## config.mk

```make
export PLATFORM = sky130hd
export DESIGN_NAME = cla_adder_pipe
export DESIGN_NICKNAME = d
export VERILOG_FILES = /design/src/rtl/cla_pkg.sv /design/src/rtl/cla_adder_pipe_cla8.sv /design/src/rtl/cla_adder_pipe.sv
export SDC_FILE = /design/constraint.sdc
export NUM_CORES = 1
export LEC_CHECK = 0
export CAP_MARGIN = 20
export CORE_MARGIN = 4
export CORE_UTILIZATION = 45
export DETAILED_ROUTE_END_ITERATION = 6
export GPL_TIMING_DRIVEN = 0
export PLACE_DENSITY = 0.67
export RECOVER_POWER = 25
export SYNTH_ARGS = -nofsm -noshare
export SYNTH_HDL_FRONTEND = slang
export SYNTH_SLANG_ARGS = --single-unit
```

## constraint.sdc

```tcl
create_clock -name clk -period 7.75 [get_ports clk]
set_input_delay 1.55 -clock clk [delete_from_list [all_inputs] [get_ports clk]]
set_output_delay 1.55 -clock clk [all_outputs]
set_load 0.02 [all_outputs]
```

## src/rtl/cla_pkg.sv

```systemverilog
// Shared constants for the pipelined carry-lookahead adder.
// Group width and operation encodings.
package cla_pkg;

    localparam int GRP_W = 8;

    localparam logic [1:0] OP_ADD = 2'b00;
    localparam logic [1:0] OP_ADC = 2'b01;
    localparam logic [1:0] OP_SUB = 2'b10;
    localparam logic [1:0] OP_SBC = 2'b11;

endpackage

```

## src/rtl/cla_adder_pipe_cla8.sv

```systemverilog
// Combinational 8-bit carry-lookahead group.
// Every carry is a flat sum of products of g/p/ci.
module cla8
    import cla_pkg::*;
(
    input  logic [GRP_W-1:0] a,
    input  logic [GRP_W-1:0] b,
    input  logic             ci,
    output logic [GRP_W-1:0] s,
    output logic             co,
    output logic             c7
);

    logic [GRP_W-1:0] g;
    logic [GRP_W-1:0] p;
    logic [GRP_W:0]   c;
    logic             t;
    logic             cc;

    assign g = a & b;
    assign p = a | b;

    // carry i+1 built from g/p/ci only, never from carry i
    always_comb begin
        c  = '0;
        t  = 1'b0;
        cc = 1'b0;
        c[0] = ci;
        for (int i = 0; i < GRP_W; i++) begin
            t = ci;
            for (int j = 0; j <= i; j++) begin
                t = t & p[j];
            end
            cc = t;
            for (int j = 0; j <= i; j++) begin
                t = g[j];
                for (int m = j + 1; m <= i; m++) begin
                    t = t & p[m];
                end
                cc = cc | t;
            end
            c[i+1] = cc;
        end
    end

    assign s  = a ^ b ^ c[GRP_W-1:0];
    assign co = c[GRP_W];
    assign c7 = c[GRP_W-1];

endmodule

```

## src/rtl/cla_adder_pipe.sv

```systemverilog
// Pipelined adder/subtractor, one 8-bit lookahead group per stage.
// Whole pipeline stalls together on output backpressure.
module cla_adder_pipe
    import cla_pkg::*;
#(
    parameter int WIDTH = 32
)
(
    input  logic             clk,
    input  logic             rst,
    input  logic             in_valid,
    output logic             in_ready,
    input  logic [WIDTH-1:0] a,
    input  logic [WIDTH-1:0] b,
    input  logic             cin,
    input  logic [1:0]       op,
    output logic             out_valid,
    input  logic             out_ready,
    output logic [WIDTH-1:0] sum,
    output logic             cout,
    output logic             ovf,
    output logic             zero
);

    localparam int NGRP = WIDTH / GRP_W;

    if (WIDTH % GRP_W != 0 || WIDTH < GRP_W) begin : chk
        $error("WIDTH must be a positive multiple of 8");
    end

    logic             adv;
    logic [WIDTH-1:0] ea;
    logic [WIDTH-1:0] eb;
    logic             ecin;

    assign adv       = !out_valid | out_ready;
    assign in_ready  = adv;
    assign ea        = a;

    // map op onto an add of a, optionally inverted b, and carry-in
    always_comb begin
        eb   = b;
        ecin = 1'b0;
        unique case (op)
            OP_ADD: begin eb = b;  ecin = 1'b0; end
            OP_ADC: begin eb = b;  ecin = cin;  end
            OP_SUB: begin eb = ~b; ecin = 1'b1; end
            OP_SBC: begin eb = ~b; ecin = cin;  end
        endcase
    end

    for (genvar k = 0; k < NGRP; k++) begin : stg
        logic [GRP_W-1:0]         ga;
        logic [GRP_W-1:0]         gb;
        logic [GRP_W-1:0]         gs;
        logic                     gci;
        logic                     gco;
        logic                     gc7;
        logic                     v_d;
        logic [GRP_W*(k+1)-1:0]   s_d;
        logic                     v_q;
        logic                     c_q;
        logic [GRP_W*(k+1)-1:0]   s_q;

        if (k == 0) begin : src
            assign ga  = ea[GRP_W-1:0];
            assign gb  = eb[GRP_W-1:0];
            assign gci = ecin;
            assign v_d = in_valid;
            assign s_d = gs;
        end else begin : src
            assign ga  = stg[k-1].mid.ua_q[GRP_W-1:0];
            assign gb  = stg[k-1].mid.ub_q[GRP_W-1:0];
            assign gci = stg[k-1].c_q;
            assign v_d = stg[k-1].v_q;
            assign s_d = {gs, stg[k-1].s_q};
        end

        cla8 u_grp (
            .a  (ga),
            .b  (gb),
            .ci (gci),
            .s  (gs),
            .co (gco),
            .c7 (gc7)
        );

        // beat valid, partial sum and group carry advance together
        always_ff @(posedge clk) begin
            if (rst) begin
                v_q <= 1'b0;
                c_q <= 1'b0;
                s_q <= '0;
            end else if (adv) begin
                v_q <= v_d;
                c_q <= gco;
                s_q <= s_d;
            end
        end

        if (k < NGRP - 1) begin : mid
            localparam int UW = WIDTH - GRP_W * (k + 1);
            logic [UW-1:0] ua_d;
            logic [UW-1:0] ub_d;
            logic [UW-1:0] ua_q;
            logic [UW-1:0] ub_q;
            logic          unused_c7;

            assign unused_c7 = gc7;

            if (k == 0) begin : nxt
                assign ua_d = ea[WIDTH-1:GRP_W];
                assign ub_d = eb[WIDTH-1:GRP_W];
            end else begin : nxt
                assign ua_d = stg[k-1].mid.ua_q[UW+GRP_W-1:GRP_W];
                assign ub_d = stg[k-1].mid.ub_q[UW+GRP_W-1:GRP_W];
            end

            // operand bits not yet consumed ride along with the beat
            always_ff @(posedge clk) begin
                if (rst) begin
                    ua_q <= '0;
                    ub_q <= '0;
                end else if (adv) begin
                    ua_q <= ua_d;
                    ub_q <= ub_d;
                end
            end
        end else begin : fin
            logic ovf_q;
            logic zero_q;

            // flags need the top group's carries and the full sum
            always_ff @(posedge clk) begin
                if (rst) begin
                    ovf_q  <= 1'b0;
                    zero_q <= 1'b0;
                end else if (adv) begin
                    ovf_q  <= gc7 ^ gco;
                    zero_q <= (s_d == '0);
                end
            end
        end
    end

    assign out_valid = stg[NGRP-1].v_q;
    assign sum       = stg[NGRP-1].s_q;
    assign cout      = stg[NGRP-1].c_q;
    assign ovf       = stg[NGRP-1].fin.ovf_q;
    assign zero      = stg[NGRP-1].fin.zero_q;

endmodule
```

==> run summary, run 1 <==
The flow ran to the end, and the final reports show no timing, DRC or antenna violations. The count of cell types in the netlist is 41. Entering global routing, the biggest net connects 17 pins. The TritonCTS buffer count came out at 17.

The highest attainable clock frequency is around 170 MHz. In the routed design, unresolved DRC markers number 0. Max-cap violations in this run came to 0. In this run the vertical extent of the chip is 145.6 um. The number of H-tree levels came out at 4. The critical path's largest stage delay is about 0.75 ns. The share of the synthesized area in the top cell type is a little over two fifths. The arrival time of the worst setup path came out at around 4.5 ns. The slowest stage of the critical path belongs to the cell sky130_fd_sc_hd__clkdlybuf4s50_1. Setup repair after global routing left no endpoint under its margin.

The standby leakage power is approximately 4.3 nW. The area of the core region came out at approximately 19000 um^2. Counting flops with an async set or reset pin after synthesis yields a share of 0%. The post-synthesis cell area is 8524 um^2. The cell sitting at the root of the clock tree is a sky130_fd_sc_hd__clkbuf_16. The worst setup path is launched from a primary input.

The slew at the pin closest to its max-slew limit is 0.8251 ns. The final net count came out at 1324. The effective utilization at floorplan is between 40% and 50%. The final number of hold-violating endpoints is 0. The worst-skew pair later-pin latency is ~0.44 ns. The sort of element at the end of the critical path is an output pin. Dividing the detail-routed wire length by the instance count gives about 16 um. For this run, the leading register cell type out of synthesis is sky130_fd_sc_hd__dfxtp_1. In this run the worst path has a maximum fanout of 10. The combinational fraction of design power is 12.7%. The minimum period implied by the final worst setup slack is 6.054 ns. The commonest cells after synthesis are sky130_fd_sc_hd__nand2_1, sky130_fd_sc_hd__dfxtp_1, sky130_fd_sc_hd__a21oi_1. In this run the deepest clock path goes through 2 buffers. The tightest slew margin relative to the limit came out at between 40 and 50%. The initial antenna violation count came to 0. By area the synthesized netlist is led by sky130_fd_sc_hd__dfxtp_1, sky130_fd_sc_hd__nand2_1, sky130_fd_sc_hd__ha_1. The minimum hold slack came out at 0.4482 ns. The part of the total power dissipated in the clock network is about two fifths. The internal power summed over all cells came out at ~0.0017 W.

The peak supply drop is 0.1654 mV. The first global-routing pass estimated around 36 mm of wire. The most repeated cell in the gate-level netlist after synthesis is sky130_fd_sc_hd__nand2_1.

The proportion of synthesized chip area in sequential cells is 43.68%. The buffer count from post-CTS setup fixing is 0. The number of hold buffers added after CTS is 0.

The violation count after the first detailed-route iteration is roughly 450. After floorplanning, the core was divided into 50 placement rows. The area growth from synthesis to layout is 22.74%. The share of the cycle needed by the critical path after routing came out at between 70 and 80%.

The cell count after synthesis came out at roughly 1100. By startpoint and endpoint, the worst setup path is classified as in -> out. Buffers placed on the I/O ports in this run total ~110. The number of search-and-repair iterations in the first detailed-routing pass is 6. The met3 layer usage reported by global route is about 4.6%.

CTS saw roughly 190 sinks. The detailed router placed roughly 7300 vias in this run. The fraction of layout instances using a drive strength above 1 is 3.264%. The most repeated library cell on the critical path is sky130_fd_sc_hd__clkbuf_1. The worst endpoint required time is slightly above 6 ns. The weighted congestion at the end of routability-driven global placement is 0.9041.

The half-perimeter wire length after detailed placement is ~18 mm. The setup clock skew after layout came out at ~0.0087 ns. The layer flagged by global routing as most heavily used is met2.

The via count of the first global-routing pass is between 6000 and 7000. The total global routing track utilization came out at roughly 22%. For this run, global-route usage on met2 was measured as around 34%. The area of the die is 21210 um^2.

The number of synthesized register bits came out at between 150 and 200. The number of buffer and inverter stages on the critical path is 6. For met1 alone, demand over resource in global routing was between 20 and 30%.

The switching fraction of total power came out at 25.01%. The total inserted antenna cells is 0. The net switching power is between 0.0005 and 0.0006 W. The overall die width is about 150 um. Walking the worst path, the cells encountered are dlygate4sd3_1 -> nor2b_1 -> clkbuf_1 -> inv_2 -> clkbuf_1 -> clkbuf_1 -> clkdlybuf4s50_1. TritonCTS built the clock tree. The wire length reported by the detailed router came out at about 23 mm. The tightest min-delay check is of the reg -> reg type. The count of instances resized after the clock tree is built is 0. Yosys printed 0 warnings. The number of slew-limit violations in the final report is 0. The post-synth net total came out at 1200. The number of enable-type register cells in the synthesized netlist came out at 0.

For the final routed database, the setup TNS stands at 0 ns. The sequential share of power came out at 47.2%. The mean cell area of the mapped netlist came out at about 8 um^2.

The number of setup violations in the final report is 0. The biggest area contributor in the post-synthesis netlist is sky130_fd_sc_hd__dfxtp_1. The I/O pin total came out at about 110. The via-per-instance ratio came out at 5.117. Once detail routing completed, the nets flagged for antenna violations numbered 0.

The clock-pin slew on the worst setup and hold paths is 0.06 ns. In this run the power density over the cells is 216.0 nW/um^2. The global route total overflow came out at 0.

The cell family contributing the most delay on the critical path is buffers and inverters.
==> metal layers <==
layer / share of wire, % / routed length [um]
met1: 46 / 10620
met2: 44 / 10210
met3: 5.8 / 1331
met4: 3.6 / 818
met5: 0 / 0
==> worst paths after layout <==
kind | startpoint | to | slack, ns | depth (start not counted)
setup / recovery | out_ready | in_ready | 1.70 | 7
setup reg to reg | out_valid | stg[0].s_q[2] | 5.30 | 7
hold reg to reg | sum[10] | sum[10] | 0.45 | 2
hold / removal | sum[10] | sum[10] | 0.45 | 2
==> sequential cells by signal, summed over array words and instances (netlist names) <==
| register | flops |
|---|---|
| stg.mid.ua_q | 48 |
| cout | 1 |
| out_valid | 1 |
| stg.v_q | 3 |
| ovf | 1 |
| stg.c_q | 3 |
| sum | 32 |
| zero | 1 |
| stg.s_q | 48 |
| stg.mid.ub_q | 48 |
==> worst reg2reg max path: cells and delay by family, from the launching register on <==
kind | cells | cell delay (ns)
buf+inv | 4 | 1.63
flops | 1 | 0.30
simple gates | 2 | 0.29
compound gates | 1 | 0.18
==> per-stage QoR <==
step / worst slack [ns] / util (%) / cells / cell area, um^2 / total power (W)
6_report: 1.696 / 56.12 / 1429 / 10460 / 0.002260
3_5_place_dp: 1.946 / 52.93 / 1400 / 9868 / 0.001376
5_1_grt: 1.638 / 56.12 / 1429 / 10460 / 0.002342
4_1_cts: 1.931 / 56.13 / 1429 / 10460 / 0.002268
3_3_place_gp: 1.925 / 52.93 / 1400 / 9868 / 0.001371
2_1_floorplan: 3.635 / - / 1061 / 8524 / 0.001253
==> power by group through the flow <==
stage / sequential, W / combinational (W) / clock, W
final: 0.00107 / 0.000287 / 0.000906
after global routing: 0.00107 / 0.000320 / 0.000948
after CTS: 0.00107 / 0.000290 / 0.000911
after detailed placement: 0.00109 / 0.000288 / 0
after global placement: 0.00109 / 0.000284 / 0
after floorplan: 0.00108 / 0.000172 / 0
==> cell families after synthesis <==
kind of cell	count (synthesis)	share of synthesized area [%]
flip-flops	186	43.68
multiplexers	5	0.5871
XOR/XNOR	54	5.548
AO/OA/AOI/OAI	221	14.90
buffers and inverters	147	6.532
adder cells (fa/ha/maj)	68	10.33
AND/OR/NAND/NOR	380	18.42
==> cells in the final DEF, fill, tap and decap left out, types with 2 or more instances in the layout <==
cell type                         netlist  routed
sky130_fd_sc_hd__a31oi_1                7       7
sky130_fd_sc_hd__a21oi_1              154     154
sky130_fd_sc_hd__xnor2_1               34      34
sky130_fd_sc_hd__o21ba_2                2       2
sky130_fd_sc_hd__buf_2                  4       3
sky130_fd_sc_hd__fa_1                   4       4
sky130_fd_sc_hd__a32oi_1                2       2
sky130_fd_sc_hd__inv_1                 78      78
sky130_fd_sc_hd__nor4b_1                7       7
sky130_fd_sc_hd__nor3_1                 5       5
sky130_fd_sc_hd__nor4_1                 6       6
sky130_fd_sc_hd__a211oi_1              30      30
sky130_fd_sc_hd__mux2i_1                5       5
sky130_fd_sc_hd__or2_2                  3       3
sky130_fd_sc_hd__dfxtp_1              186     186
sky130_fd_sc_hd__clkbuf_16              0      17
sky130_fd_sc_hd__nor2_1                49      49
sky130_fd_sc_hd__or3_1                  5       5
sky130_fd_sc_hd__o21bai_1               3       3
sky130_fd_sc_hd__buf_1                 11       8
sky130_fd_sc_hd__dlygate4sd3_1          0      37
sky130_fd_sc_hd__bufinv_16              0       4
sky130_fd_sc_hd__nand2_1              277     277
sky130_fd_sc_hd__nor2b_1                4       4
sky130_fd_sc_hd__nand4b_1               3       3
sky130_fd_sc_hd__clkdlybuf4s50_1        0      68
sky130_fd_sc_hd__ha_1                  64      64
sky130_fd_sc_hd__clkbuf_1              52      58
sky130_fd_sc_hd__o21ai_0               11      11
sky130_fd_sc_hd__a21o_1                 2       2
sky130_fd_sc_hd__clkinv_2               0       4
sky130_fd_sc_hd__a21oi_2                2       2
sky130_fd_sc_hd__xor2_1                20      20
sky130_fd_sc_hd__nand3_1               10      10
sky130_fd_sc_hd__o32ai_1                3       3
sky130_fd_sc_hd__nand2b_1               6       6
sky130_fd_sc_hd__nand4_1                2       2
sky130_fd_sc_hd__nand3b_1               2       2
==> area by class of cell <==
cell class	count	area, um^2
Buffer	67	255.2
Clock buffer	20	446.7
Clock inverter	9	148.9
Fill cell	1793	8180
Inverter	80	300.3
Multi-Input combinational cell	728	4244
Sequential cell	186	3724
Tap cell	234	292.8
Timing Repair Buffer	105	1051
(Power assumes the default switching activity.)
==> run 2, diff against run 1 <==
clock period = 5.65 ns   (was 7.75 ns; I/O delays follow)
==> run 2 against run 1 <==
Compared with the run above: routed wire length down 0.11%; global-route usage unchanged; hold slack about the same; combinational power up 37%; count of clock-buffer cells in the layout unchanged; flip-flop and latch count unchanged; core utilization about the same; register-to-register slack worse by 2.1 ns; critical path depth unchanged; non-clock buffer count unchanged; first-iteration DRC count down 4.9%; cell area about the same; critical endpoint unchanged; largest cell class unchanged; highest routed layer unchanged.
==> run summary, run 2 (same netlist as run 1, synthesis figures left out) <==
The via-per-instance ratio came out at 5.145 (+0.55%). The count of filler cells inserted in the layout is 1794 (+0.056%). Of the available clock period, the critical path in the final layout requires between 90% and 100%. The worst-skew pair later-pin latency came out at 0.44 ns (about the same).

The area used by multi-input combinational logic is 4240 um^2 (about the same). The part of the total power dissipated in the clock network is 40.1% (about the same). The global route total overflow is 0 (unchanged).

In this run the critical register-to-register path is captured at stg[0].s_q[2]. The effective utilization at floorplan came out at 45.72% (unchanged). The critical path is of the in -> out type. The share of the core filled with cells in the final layout came out at 56.10% (about the same). The internal power summed over all cells came out at 0.002324 W (+37%). The largest net degree at the start of global routing is 17 (unchanged). The total global routing track utilization is 21.63% (unchanged). The count of instances resized after the clock tree is built is 0 (unchanged). STA classifies the critical path startpoint as a primary input.

The number of nets with antenna violations after routing was 0 (unchanged). The final number of hold-violating endpoints came out at 0 (unchanged). The standby leakage power is 4.313 nW (about the same).

The area of the core region was 18640 um^2 (unchanged). TritonCTS built the clock tree. The top cell types in the final layout, fill and taps aside, are sky130_fd_sc_hd__nand2_1, sky130_fd_sc_hd__dfxtp_1, sky130_fd_sc_hd__a21oi_1. The fraction of layout instances using a drive strength above 1 is 3.180% (-0.084 points). The critical path starts at out_ready. The number of H-tree levels is 4 (unchanged). The setup clock skew after layout is 0.008510 ns (-0.0001995 ns). The maximum fanout along the worst path came out at 10 (unchanged). The library cell used most frequently in the layout, excluding fill and tap cells, is sky130_fd_sc_hd__nand2_1.

The violation count after the first detailed-route iteration came to 427 (-4.9%). The number of slew-limit violations in the final report is 0 (unchanged). The arrival time of the worst setup path came out at 4.11 ns (-0.39 ns).

The average detailed-routed wire length per instance came out at 16.07 um (-0.11%). The tightest slew margin relative to the limit is 43.17% (-1.8 points). The peak supply drop came out at 0.2278 mV (+38%).

The post-route DRC violation count is 0 (unchanged). The I/O pin total came out at 108 (unchanged). The worst endpoint required time is 4.52 ns (-1.68 ns). The switching fraction of total power came to 24.96% (-0.048 points). For this design, the slowest cell found on the critical path is sky130_fd_sc_hd__clkdlybuf4s50_1. The TritonCTS buffer count is 17 (unchanged).

The minimum period implied by the final worst setup slack is 5.243 ns. In this run the critical register-to-register path is launched from out_valid. The combinational fraction of design power is 12.7% (about the same). The clock-pin slew on the worst setup and hold paths came out at 0.06 ns (about the same). The highest attainable clock frequency came out at 190.7 MHz.

The largest buffer count on any clock path is 2 (unchanged). The total power divided by cell area came out at 296.1 nW/um^2 (+37%). The combined flip-flop and latch cell area was 3724 um^2 (unchanged). The number of cell rows came to 50 (unchanged). The critical path's largest stage delay came out at 0.75 ns (about the same). The buffer count from post-CTS setup fixing is 0 (unchanged).

The worst setup slack after layout came to 0.4071 ns (-1.289 ns). The area growth from synthesis to layout was 22.69% (about the same). The overall via count from detail_route came to 7352 (+0.55%).

The largest registers in the layout are stg.mid.ua_q (48), stg.mid.ub_q (48), stg.s_q (48). The register-to-register setup slack is 3.17 ns (-2.13 ns). The half-perimeter wire length after detailed placement came to 17.56 mm (unchanged). The number of search-and-repair iterations in the first detailed-routing pass is 5 (-1).

The run finished with clean final reports. The sink count of the clock tree was 186 (unchanged). The sequential share of power is 47.3% (about the same).

The overall die width is 145.6 um (unchanged). The final net count came to 1324 (unchanged). The most repeated library cell on the critical path is sky130_fd_sc_hd__clkbuf_1.

The count of input and output buffers is 105 (unchanged). The number of hold buffers added after CTS is 0 (unchanged). The setup slack after placement was 0.6856 ns (-1.260 ns). The area of the die came out at 21210 um^2 (unchanged). The final total negative setup slack was 0 ns (unchanged). The wire length reported by the detailed router is 22.96 mm (-0.11%). The total inserted antenna cells came to 0 (unchanged). The number of setup violations in the final report came out at 0 (unchanged). The number of cells traversed by the worst register-to-register path is 7 (unchanged). The overall power consumption is 0.003097 W (+37%).

The signal on the critical path passes through dlygate4sd3_1 -> nor2b_1 -> clkbuf_1 -> inv_2 -> clkbuf_1 -> clkbuf_1 -> clkdlybuf4s50_1. The last element of the critical path is in_ready. The height of the die is 145.6 um (unchanged).

The tree is rooted in a sky130_fd_sc_hd__clkbuf_16. The min-delay analysis places its worst path in the category reg -> reg. The via count of the first global-routing pass is 6991 (unchanged). The initial antenna violation count is 0 (unchanged). The sort of element at the end of the critical path is an output pin.

The number of violations of the max-capacitance limit is 0 (unchanged). The slew at the pin closest to its max-slew limit is 0.8525 ns (+0.02737 ns). Setup repair after global routing left no endpoint under its margin. The first-pass GRT wire length is 36.31 mm (unchanged). The net switching power came out at 0.0007732 W (+37%). The weighted congestion at the end of routability-driven global placement is 0.9041 (unchanged). The minimum hold slack is 0.4481 ns (-0.00008400 ns).
run 2: cell counts in the layout (fill, tap and decap cells not counted):
No cell type changed its count.
run 2: worst min-delay path by stage:
stage                             start                  end  slack, ns  depth (start not counted)
global route        stg[1].mid.ua_q[13]   stg[2].mid.ua_q[5]       0.47                          2
CTS                 stg[1].mid.ub_q[15]  stg[1].mid.ub_q[15]       0.45                          2
global placement                sum[23]              sum[23]       0.44                          2
detailed placement  stg[1].mid.ub_q[15]  stg[1].mid.ub_q[15]       0.44                          2
floorplan           stg[0].mid.ua_q[10]  stg[0].mid.ua_q[10]       0.43                          2
finish                          sum[10]              sum[10]       0.45                          2
run 2: critical path, delay by kind of cell:
family	cells	cell delay, ns
buf+inv	6	2.94
simple gates	1	0.04
run 2: final cells by class:
class,count,area share [%]
plain buffers,67,2.440
clock buffers,20,4.271
clock inverters,9,1.424
inverters,80,2.871
multi-input cells,728,40.54
flip-flops and latches,186,35.60
well taps,234,2.799
repair buffers,105,10.05
run 2: metal layers:
metal	share of wire (%)	track usage, %
met3	4.7	4.609
met2	45	34.10
met5	0	0
met1	47	28.88
met4	3.1	9.164
run 2: power groups by stage:
stage / Clock (W) / Combinational (W) / Sequential, W
finish: 0.00124 / 0.000393 / 0.00146
detailed placement: 0 / 0.000396 / 0.00149
global placement: 0 / 0.000390 / 0.00149
CTS: 0.00125 / 0.000398 / 0.00146
floorplan: 0 / 0.000236 / 0.00148
global route: 0.00130 / 0.000439 / 0.00147
run 2: per-stage QoR:
step / cells / instance area (um^2)
6_report: 1429 / 10460
4_1_cts: 1429 / 10460
5_1_grt: 1429 / 10460
3_5_place_dp: 1400 / 9868
2_1_floorplan: 1061 / 8524
3_3_place_gp: 1400 / 9868
==> run 3, diff against run 2 <==
REMOVE_ABC_BUFFERS = 1   (was default)
==> run 3 against run 2 <==
Compared with the run above: the run now ends with max-capacitance violations, max-slew violations left; critical path type unchanged; core utilization is 0.70 points lower; largest power group unchanged; combinational power is 6.6% lower; critical path depth is 2 lower; cell area is 1.3% lower; fmax is 6.9% higher; sequential share of layout area is 0.45 points higher; die area stayed put; sequential power hardly changed; count of clock-buffer cells in the layout is 3 lower; non-clock buffer count is 57 lower.
==> run summary, run 3 (same netlist as run 1, synthesis figures left out) <==
In the layout the commonest cells are sky130_fd_sc_hd__nand2_1, sky130_fd_sc_hd__dfxtp_1, sky130_fd_sc_hd__a21oi_1. The violation count after the first detailed-route iteration is 297 (-30%). The maximum fanout along the worst path is 126 (+116). The largest buffer count on any clock path was 2 (unchanged). The first-pass GRT wire length came to 29.74 mm (-18%).

The largest net degree at the start of global routing is 127 (+110). The tightest slew margin relative to the limit is -12.44% (-56 points). Setup repair after global routing left no endpoint under its margin. The clock-pin slew on the worst setup and hold paths was 0.07 ns (about the same). The count of instances resized after the clock tree is built is 0 (unchanged). The busiest metal layer after global routing is met2.

The final cell area excluding filler cells is 10330 um^2 (-1.3%). The final total negative setup slack came out at 0 ns (unchanged). The number of hold buffers added after CTS is 0 (unchanged). The post-route DRC violation count came out at 0 (unchanged). The weighted congestion at the end of routability-driven global placement came to 0.7797 (-14%). The initial antenna violation count is 0 (unchanged).

The register-to-register setup slack is 1.83 ns (-1.34 ns). The final cell count without fillers is 1375 (-3.8%). The I/O pin total came out at 108 (unchanged). The worst endpoint required time is 4.52 ns (about the same). The final number of hold-violating endpoints is 0 (unchanged). The number of search-and-repair iterations in the first detailed-routing pass came out at 4 (-1).

The average detailed-routed wire length per instance was 12.49 um (-22%). The met3 layer usage reported by global route came out at 3.831% (-0.78 points). Compared with the post-synthesis result, the final layout area differs by 21.15%.

The count of input and output buffers was 107 (+1.9%). The arrival time of the worst setup path was 3.77 ns (-0.34 ns). The share of the core filled with cells in the final layout is 55.40% (-0.70 points). The area of the die came out at 21210 um^2 (unchanged). The cell depth of the worst min-delay path came to 2 (unchanged). The via count of the first global-routing pass is 6270 (-10%). The met1 capacity usage during global routing is 22.54% (-6.3 points). The slew at the pin closest to its max-slew limit came out at 1.687 ns (+0.8342 ns). The wire length reported by the detailed router came out at 17.17 mm (-25%). The half-perimeter wire length after detailed placement came to 11.33 mm (-35%). STA classifies the critical path startpoint as a primary input.

The placement-stage cell area came out at 9831 um^2 (-0.38%). Leaving out fill and tap cells, the most frequent cell in the layout is sky130_fd_sc_hd__nand2_1. The effective utilization at floorplan is 45.72% (unchanged).

The standby leakage power is 4.270 nW (-1.0%). The worst-skew pair later-pin latency is 0.43 ns (about the same). TritonCTS built the clock tree.

In this run the worst setup path begins at out_ready. The number of H-tree levels was 4 (unchanged). By startpoint and endpoint, the worst setup path is classified as in -> out. The worst hold path belongs to the class reg -> reg. The buffer count from post-CTS setup fixing is 0 (unchanged). In this run the critical register-to-register path is captured at stg[2].s_q[23]. The total inserted antenna cells came out at 0 (unchanged).

The global route total overflow is 0 (unchanged). The number of cells traversed by the worst register-to-register path came to 6 (-1). The worst reg2reg path startpoint is out_valid.

The highest attainable clock frequency is 204.0 MHz (+6.9%). The via-per-instance ratio came to 4.919 (-4.4%). The setup clock skew after layout is 0.008777 ns (+0.0002671 ns). The flow ran to the end, but the final reports show violations. The number of violations of the max-capacitance limit is 1 (+1). The TritonCTS buffer count is 17 (unchanged). The fraction of layout instances using a drive strength above 1 is 4.207% (+1.0 points). The minimum period implied by the final worst setup slack is 4.903 ns (-0.3401 ns). The area of the core region is 18640 um^2 (unchanged). The number of setup violations in the final report is 0 (unchanged). The last element of the critical path is in_ready. The checks that failed: max-capacitance violations, max-slew violations. The peak supply drop is 0.1877 mV (-18%).

The overall die width is 145.6 um (unchanged). The final net count came out at 1267 (-4.3%). The overall via count from detail_route came out at 6764 (-8.0%). The worst setup path is captured at an output pin. The count of filler cells inserted in the layout came out at 1788 (-0.33%). The number of slew-limit violations in the final report is 41 (+41).

The height of the die came out at 145.6 um (unchanged). The total global routing track utilization came out at 16.49% (-5.1 points). The share of the cycle needed by the critical path after routing is 86.77% (-6.0 points). The number of cell rows was 50 (unchanged). The sink count of the clock tree is 186 (unchanged).

The root buffer cell chosen for the clock tree is sky130_fd_sc_hd__clkbuf_16. The total power divided by cell area came out at 290.0 nW/um^2 (-2.1%). The number of nets with antenna violations after routing came out at 0 (unchanged).

The cell count after placement is 1343 (-4.1%). The global-route track usage on met2 is 26.31% (-7.8 points). In the final layout, the registers with the most flip-flops are stg.mid.ua_q (48), stg.mid.ub_q (48), stg.s_q (48).
run 3: cell types whose count changed in the layout (fill, tap and decap cells not counted), sizes merged:
cell	before	now
buf	11	6
clkinvlp	0	4
clkinv	6	3
bufinv	4	1
clkbuf	76	21
inv	79	87
run 3: power by group:
| group | total (W) | internal [W] | leakage (nW) | switching, W |
|---|---|---|---|---|
| sequential | 0.00145 | 0.00140 | 1.53 | 0.0000523 |
| clock | 0.00118 | 0.000626 | 0.275 | 0.000550 |
| combinational | 0.000367 | 0.000181 | 2.47 | 0.000186 |
run 3: worst min path at each step:
stage | end | slack, ns | from
5_1_grt | stg[1].s_q[3] | 0.47 | stg[0].s_q[3]
6_report | sum[7] | 0.44 | sum[7]
4_1_cts | stg[1].mid.ua_q[12] | 0.45 | stg[1].mid.ua_q[12]
2_1_floorplan | stg[0].mid.ua_q[10] | 0.43 | stg[0].mid.ua_q[10]
3_5_place_dp | stg[1].mid.ua_q[12] | 0.44 | stg[1].mid.ua_q[12]
3_3_place_gp | stg[1].s_q[7] | 0.44 | stg[1].s_q[7]
run 3: stage by stage:
stage | setup WS, ns | power [W] | hold slack [ns]
2_1_floorplan | -6.802 | 0.001696 | 0.4260
3_3_place_gp | -15.91 | 0.001857 | 0.4390
3_5_place_dp | 1.143 | 0.001859 | 0.4434
4_1_cts | 1.139 | 0.003044 | 0.4534
5_1_grt | 0.5090 | 0.003149 | 0.4675
6_report | 0.7473 | 0.002995 | 0.4448
run 3: layout make-up:
type	instances	area, um^2	area share (%)
repair buffers	115	1179	11.41
well taps	234	292.8	2.835
flip-flops and latches	186	3724	36.06
multi-input cells	728	4244	41.10
clock inverters	15	157.7	1.527
inverters	80	305.3	2.956
clock buffers	17	425.4	4.119
run 3: critical path, cell delays in order:
cell and delay (ns):
sky130_fd_sc_hd__dlygate4sd3_1 0.53, sky130_fd_sc_hd__nor2b_1 0.82, sky130_fd_sc_hd__buf_12 0.29, sky130_fd_sc_hd__inv_6 0.30, sky130_fd_sc_hd__clkdlybuf4s50_1 0.65
run 3: per-layer routing:
| layer | vias up | routed length, um |
|---|---|---|
| met4 | 0 | 185 |
| met3 | 14 | 587 |
| met1 | 3078 | 8606 |
| li1 | 3577 | - |
| met5 | - | 0 |
| met2 | 95 | 7787 |
